<file path="src/rtl/fft_frame_capture.sv">
`default_nettype none
// ============================================================================
// Module  : fft_frame_capture
// Brief   : AXI4-Stream FFT frame capture into ping-pong |re|+|im| bin memory
//           with per-frame peak tracking. Option: FFT_CAPTURE_PEAK_SKIP_DC_EN.
// Revision: 1.0 - initial release
// ============================================================================
module fft_frame_capture #(
    parameter int N_POINTS = 64,
    parameter int ADDR_W   = 6,
    parameter int MAG_W    = 10
) (
    input  logic              clk,
    input  logic              reset,
    input  logic [31:0]       s_axis_tdata,
    input  logic              s_axis_tvalid,
    output logic              s_axis_tready,
    input  logic              s_axis_tlast,
    input  logic              capture_enable,
    input  logic              frame_release,
    input  logic [ADDR_W-1:0] rd_addr,
    output logic [MAG_W-1:0]  rd_data,
    output logic              frame_valid,
    output logic              frame_done,
    output logic [ADDR_W-1:0] peak_bin,
    output logic [MAG_W-1:0]  peak_mag,
    output logic [7:0]        frame_count,
    output logic [7:0]        drop_count,
    output logic              err_tlast_early,
    output logic              err_tlast_missing
);

    localparam logic [ADDR_W-1:0] LAST_BIN = ADDR_W'(N_POINTS - 1);
    localparam logic [ADDR_W-1:0] BIN_ONE  = ADDR_W'(1);

    typedef enum logic [1:0] {S_SOF = 2'd0, S_CAPT = 2'd1, S_DISC = 2'd2} state_t;

    state_t              state_q, state_d;
    logic [ADDR_W-1:0]   bin_q, bin_d;
    logic                wr_bank_q, wr_bank_d;
    logic [ADDR_W-1:0]   run_bin_q, run_bin_d;
    logic [MAG_W-1:0]    run_mag_q, run_mag_d;
    logic                frame_valid_q, frame_valid_d;
    logic                frame_done_q, frame_done_d;
    logic [ADDR_W-1:0]   peak_bin_q, peak_bin_d;
    logic [MAG_W-1:0]    peak_mag_q, peak_mag_d;
    logic [7:0]          frame_count_q, frame_count_d;
    logic [7:0]          drop_count_q, drop_count_d;
    logic                err_early_q, err_early_d;
    logic                err_missing_q, err_missing_d;
    logic                tready_q;
    logic [MAG_W-1:0]    rd_data_q, rd_data_d;

    logic [MAG_W-1:0]    bank_mem [2*N_POINTS];

    logic                accept;
    logic [16:0]         re_x, im_x, re_abs, im_abs, mag_sum;
    logic [MAG_W-1:0]    mag;
    logic [ADDR_W-1:0]   nxt_bin;
    logic [MAG_W-1:0]    nxt_mag;
    logic                mem_we;
    logic                commit;

    assign s_axis_tready = tready_q & ~reset;
    assign accept        = s_axis_tvalid & s_axis_tready;

    // Sign-extend to 17 bits so abs(-32768) = 32768 is representable.
    assign re_x    = {s_axis_tdata[15], s_axis_tdata[15:0]};
    assign im_x    = {s_axis_tdata[31], s_axis_tdata[31:16]};
    assign re_abs  = re_x[16] ? (~re_x + 17'd1) : re_x;
    assign im_abs  = im_x[16] ? (~im_x + 17'd1) : im_x;
    assign mag_sum = re_abs + im_abs;
    assign mag     = (|mag_sum[16:MAG_W]) ? {MAG_W{1'b1}} : mag_sum[MAG_W-1:0];

    always_comb begin
        // Running peak including the current beat; strict '>' keeps the lowest index on ties.
        if (state_q == S_SOF) begin
            nxt_bin = '0;
            nxt_mag = mag;
`ifdef FFT_CAPTURE_PEAK_SKIP_DC_EN
        end else if (bin_q == BIN_ONE) begin
            nxt_bin = BIN_ONE;
            nxt_mag = mag;
`endif
        end else if (mag > run_mag_q) begin
            nxt_bin = bin_q;
            nxt_mag = mag;
        end else begin
            nxt_bin = run_bin_q;
            nxt_mag = run_mag_q;
        end
    end

    always_comb begin
        state_d       = state_q;
        bin_d         = bin_q;
        wr_bank_d     = wr_bank_q;
        run_bin_d     = run_bin_q;
        run_mag_d     = run_mag_q;
        frame_valid_d = frame_valid_q;
        frame_done_d  = 1'b0;
        peak_bin_d    = peak_bin_q;
        peak_mag_d    = peak_mag_q;
        frame_count_d = frame_count_q;
        drop_count_d  = drop_count_q;
        err_early_d   = err_early_q;
        err_missing_d = err_missing_q;
        mem_we        = 1'b0;
        commit        = 1'b0;

        if (frame_release && frame_valid_q) begin
            frame_valid_d = 1'b0;
        end

        if (accept) begin
            case (state_q)
                S_SOF: begin
                    bin_d = '0;
                    if (capture_enable) begin
                        mem_we    = 1'b1;
                        run_bin_d = nxt_bin;
                        run_mag_d = nxt_mag;
                        if (s_axis_tlast) begin
                            if (N_POINTS == 1) commit = 1'b1;
                            else err_early_d = 1'b1;
                        end else begin
                            state_d = S_CAPT;
                            bin_d   = BIN_ONE;
                        end
                    end else if (!s_axis_tlast) begin
                        state_d = S_DISC;
                    end
                end
                S_CAPT: begin
                    mem_we    = 1'b1;
                    run_bin_d = nxt_bin;
                    run_mag_d = nxt_mag;
                    if (bin_q == LAST_BIN) begin
                        bin_d = '0;
                        if (s_axis_tlast) begin
                            commit  = 1'b1;
                            state_d = S_SOF;
                        end else begin
                            err_missing_d = 1'b1;
                            state_d       = S_DISC;
                        end
                    end else if (s_axis_tlast) begin
                        err_early_d = 1'b1;
                        state_d     = S_SOF;
                        bin_d       = '0;
                    end else begin
                        bin_d = bin_q + BIN_ONE;
                    end
                end
                S_DISC: begin
                    if (s_axis_tlast) begin
                        state_d = S_SOF;
                        bin_d   = '0;
                    end
                end
                default: state_d = S_SOF;
            endcase
        end

        if (commit) begin
            if (!frame_valid_q || frame_release) begin
                wr_bank_d     = ~wr_bank_q;
                frame_valid_d = 1'b1;
                frame_done_d  = 1'b1;
                peak_bin_d    = nxt_bin;
                peak_mag_d    = nxt_mag;
                frame_count_d = frame_count_q + 8'd1;
            end else if (drop_count_q != 8'hFF) begin
                drop_count_d = drop_count_q + 8'd1;
            end
        end

        // Bank select uses the pre-swap bank, so a same-edge swap shows up one read later.
        rd_data_d = frame_valid_q ? bank_mem[{~wr_bank_q, rd_addr}] : '0;
    end

    always_ff @(posedge clk) begin
        if (reset) begin
            state_q       <= S_SOF;
            bin_q         <= '0;
            wr_bank_q     <= 1'b0;
            run_bin_q     <= '0;
            run_mag_q     <= '0;
            frame_valid_q <= 1'b0;
            frame_done_q  <= 1'b0;
            peak_bin_q    <= '0;
            peak_mag_q    <= '0;
            frame_count_q <= '0;
            drop_count_q  <= '0;
            err_early_q   <= 1'b0;
            err_missing_q <= 1'b0;
            tready_q      <= 1'b0;
            rd_data_q     <= '0;
        end else begin
            state_q       <= state_d;
            bin_q         <= bin_d;
            wr_bank_q     <= wr_bank_d;
            run_bin_q     <= run_bin_d;
            run_mag_q     <= run_mag_d;
            frame_valid_q <= frame_valid_d;
            frame_done_q  <= frame_done_d;
            peak_bin_q    <= peak_bin_d;
            peak_mag_q    <= peak_mag_d;
            frame_count_q <= frame_count_d;
            drop_count_q  <= drop_count_d;
            err_early_q   <= err_early_d;
            err_missing_q <= err_missing_d;
            tready_q      <= 1'b1;
            rd_data_q     <= rd_data_d;
        end
    end

    always_ff @(posedge clk) begin
        if (mem_we) begin
            bank_mem[{wr_bank_q, bin_q}] <= mag;
        end
    end

    assign rd_data           = rd_data_q;
    assign frame_valid       = frame_valid_q;
    assign frame_done        = frame_done_q;
    assign peak_bin          = peak_bin_q;
    assign peak_mag          = peak_mag_q;
    assign frame_count       = frame_count_q;
    assign drop_count        = drop_count_q;
    assign err_tlast_early   = err_early_q;
    assign err_tlast_missing = err_missing_q;

endmodule
`default_nettype wire

</file>
<file path="config.mk">
export PLATFORM = sky130hd
export DESIGN_NAME = fft_frame_capture
export DESIGN_NICKNAME = d
export VERILOG_FILES = /design/src/rtl/fft_frame_capture.sv
export SDC_FILE = /design/constraint.sdc
export NUM_CORES = 1
export LEC_CHECK = 0
export CAP_MARGIN = 20
export CORE_MARGIN = 3
export CORE_UTILIZATION = 25
export DETAILED_ROUTE_END_ITERATION = 7
export GPL_TIMING_DRIVEN = 0
export HOLD_SLACK_MARGIN = 0.15
export PLACE_DENSITY = 0.44
export SYNTH_ARGS = -nofsm -noshare
export SYNTH_HDL_FRONTEND = slang
export SYNTH_SLANG_ARGS = --single-unit
</file>
<file path="constraint.sdc">
create_clock -name clk -period 12.4 [get_ports clk]
set_clock_uncertainty 0.15 [all_clocks]
set_input_delay 2.48 -clock clk [delete_from_list [all_inputs] [get_ports clk]]
set_output_delay 2.48 -clock clk [all_outputs]
set_load 0.1 [all_outputs]
</file>
==> summary.txt <==
Placed design
  • Post-DP HPWL: between 100000 and 150000 um
  • PortBufs: 84
  • Placer Congestion: 0.829
  • Dpl cell area: around 0.059 sq mm

Logic synthesis
  • Mapped Cells: between 2000 and 3000
  • Seq/Total Area, Yosys: 74.0%
  • Syn_nets: 2684
  • Ys async rst share: 0%
  • Unique masters post-synth: 65
  • Synthesis-stage register bit count: 1352
  • EDFF count, synth: roughly 1300
  • Avg Cell Area, Syn: 20.7 sq um
  • Dominant synthesized flop cell: edfxtp_1
  • Yosys warning count: 0
  • Synthesized area: approximately 0.054 sq mm

Floorplan
  • Die H: 470 um
  • Initial Util: 25.3%
  • Area of the die: between 0.2 and 0.25 sq mm
  • Die X: 470 um
  • Top Ports: 91
  • Core area: 0.213 sq mm
  • Num rows: 169

Finish
  • # fillers: 20800
  • Most frequent cells in the layout: edfxtp_1 (1280), mux4_2 (400), nor2_1 (181)
  • Fin util: 30.1%
  • Area Growth Syn to Fin: 19.2%
  • Post-route cell area: 0.0642 sq mm
  • Proportion of layout cells with a drive suffix above 1: 24.6%
  • Most common cell after layout, fill and taps aside: edfxtp_1
  • # nets final: 3010

Worst setup path
  • Arrival time at the worst endpoint: slightly above 10 ns
  • Worst path depth: 26
  • Crit Reg-Reg Endpoint: bank_mem[107][8]
  • Slowest-stage cell, CP: o2bb2ai_1
  • R2R depth: 8
  • Largest delay contributor family on the critical path: compound AO/OA/AOI/OAI gates
  • CP Launch Point: s_axis_tdata[20]
  • Worst Setup Path Type: in -> reg
  • Req. time, crit path: between 10 and 15 ns
  • Worst Path Max Fanout: 65
  • Critical Path Start Type: input pin
  • FF-to-FF Start: state_q[1]
  • Setup crit end kind: flip-flop
  • Critical Path End: run_bin_q[2]
  • Slowest stage delay, CP: 0.62 ns
  • FF-to-FF setup slack: roughly 8 ns
  • WP buf/inv: 6

Clock tree
  • H-tree levels: 4
  • Clk buf depth: 3
  • Number of setup buffers added after CTS: 0
  • Total CTS buffers: 151
  • Reg clk slew, reported paths: 0.06 ns
  • Clock Latency Late Sink: 0.79 ns
  • Cts hold-fix bufs: 0
  • CTS tree: yes
  • Total clock sinks: 1352
  • CTS root buffer: clkbuf_16
  • Post-CTS Resized: 0

Timing
  • Tcrit/Tclk final: between 70% and 80%
  • Slew of the pin with the lowest slew margin: 1.24 ns
  • RSZ-0062 raised after global routing: false
  • Fin Setup TNS: 0 ns
  • Slew HR: 17.1%
  • Minimum clock period: around 9.8 ns
  • Max Clock Freq: around 100 MHz
  • Slew Viols, Final: 0
  • # setup viols final: 0
  • Hold Vio Cnt, Final: 0
  • Hold_ws: around 0.34 ns

Route
  • DR iter-0 viols: 2432
  • DRC viols: 0
  • Antenna-violating nets left: 0
  • Drt via density: 4.61
  • WL per Instance: 26.2 um
  • DR pass1 iterations: 5
  • Total number of vias: 27100
  • Total wire length: 154000 um

Global route
  • First-pass GRT wire length: 218000 um
  • Initial antenna violation count: 10
  • Vias in the first global route: 27700
  • Largest net degree at the start of global routing: 82
  • Total GRT Usage: approximately 14%
  • Global route total overflow: 0

Power
  • P per Cell Area: approximately 150 mW/mm^2
  • Peak supply drop: 0.147 mV
  • Lkg Pwr: 0.0233 uW
  • Total power draw: just under 10000 uW

Worst hold path
  • Worst hold path depth: 2
  • Worst hold path class: reg -> reg

Run
  • Max-cap viol count: 0

Run status
  • Status: complete, no violations
-- tightest hold or removal path: stages, from the launching register on --
cell and delay (ns):
dfxtp_1 0.34, a21oi_1 0.05, nor2_1 0.07
-- flip-flops by register name, indices dropped and copies added, names as in the netlist --
signal and flops:
bank_mem 1280, rd_data 10, bin_q 6, peak_bin 6
run_bin_q 6, err_tlast_missing 1, run_mag_q 10, tready_q 1
frame_valid 1, frame_count 8, err_tlast_early 1, peak_mag 10
wr_bank_q 1, state_q 2, drop_count 8, frame_done 1
-- cell families after synthesis --
logic type      synth area share [%]
buf+inv                         1.42
mux                             17.6
xor+xnor                       0.813
flops                           74.0
compound gates                  2.27
simple gates                    2.99
fa+ha+maj                      0.850
-- per-stage QoR --
step | cells | setup WS (ns)
2_1_floorplan | 2604 | 2.95
3_5_place_dp | 5577 | 1.51
3_3_place_gp | 5509 | -1.75
5_1_grt | 5875 | 1.66
4_1_cts | 5852 | 2.36
6_report | 5875 | 2.58
-- cell type report --
cell class	instances	area, sq um	share of cell area [%]
buffer	137	657	1.02
timing repair buffer	173	1980	3.08
antenna	2	5.00	0.00779
clock inverter	77	606	0.943
tap	2821	3530	5.50
sequential	1352	39900	62.1
inverter	30	113	0.175
multi-input combinational	1085	13300	20.7
clock buffer	198	4150	6.46
-- Yosys cell counts, types with 3 or more instances --
library cell,n,area share [%]
a21boi_0,7,0.098
a21o_1,5,0.070
a21oi_1,47,0.44
a22oi_1,13,0.18
a311oi_1,7,0.11
a31oi_1,22,0.26
a41oi_1,3,0.049
and2_1,5,0.058
and3_1,5,0.058
and4_1,3,0.049
buf_1,18,0.13
buf_2,10,0.093
buf_4,28,0.39
buf_6,3,0.063
clkbuf_1,78,0.54
dfxtp_1,72,2.7
edfxtp_1,1280,71
ha_1,35,0.81
inv_1,29,0.20
mux2_2,6,0.13
mux2i_1,41,0.76
mux4_2,400,17
nand2_1,74,0.52
nand2b_1,7,0.081
nand3_1,24,0.22
nand4_1,8,0.093
nor2_1,181,1.3
nor2b_1,9,0.10
nor3_1,16,0.15
nor4_1,4,0.046
o21a_1,4,0.056
o21ai_0,27,0.25
o21bai_1,4,0.056
o22ai_1,21,0.24
o31ai_1,8,0.11
o41ai_1,4,0.065
or2_1,10,0.12
or3_1,6,0.070
xnor2_1,37,0.60
xor2_1,13,0.21
-- power by group --
group | internal, uW | total, uW | switching, uW
Sequential | 4970 | 4970 | 1.39
Clock | 2520 | 4340 | 1820
Combinational | 145 | 425 | 280
-- worst min-delay path by stage --
| stage | from | endpoint | slack, ns |
|---|---|---|---|
| 2_1_floorplan | run_bin_q[3] | run_bin_q[3] | 0.32 |
| 3_3_place_gp | err_tlast_early | err_tlast_early | 0.31 |
| 3_5_place_dp | err_tlast_early | err_tlast_early | 0.33 |
| 4_1_cts | err_tlast_early | err_tlast_early | 0.35 |
| 5_1_grt | frame_count[1] | frame_count[1] | 0.37 |
| 6_report | err_tlast_early | err_tlast_early | 0.34 |
-- routing by layer --
metal,wire length (um),GRT usage [%]
met5,13,0
met4,4110,4.19
met3,7560,2.62
met2,72100,21.7
met1,70200,19.4
Note: power is estimated with default switching activity, not from simulation.
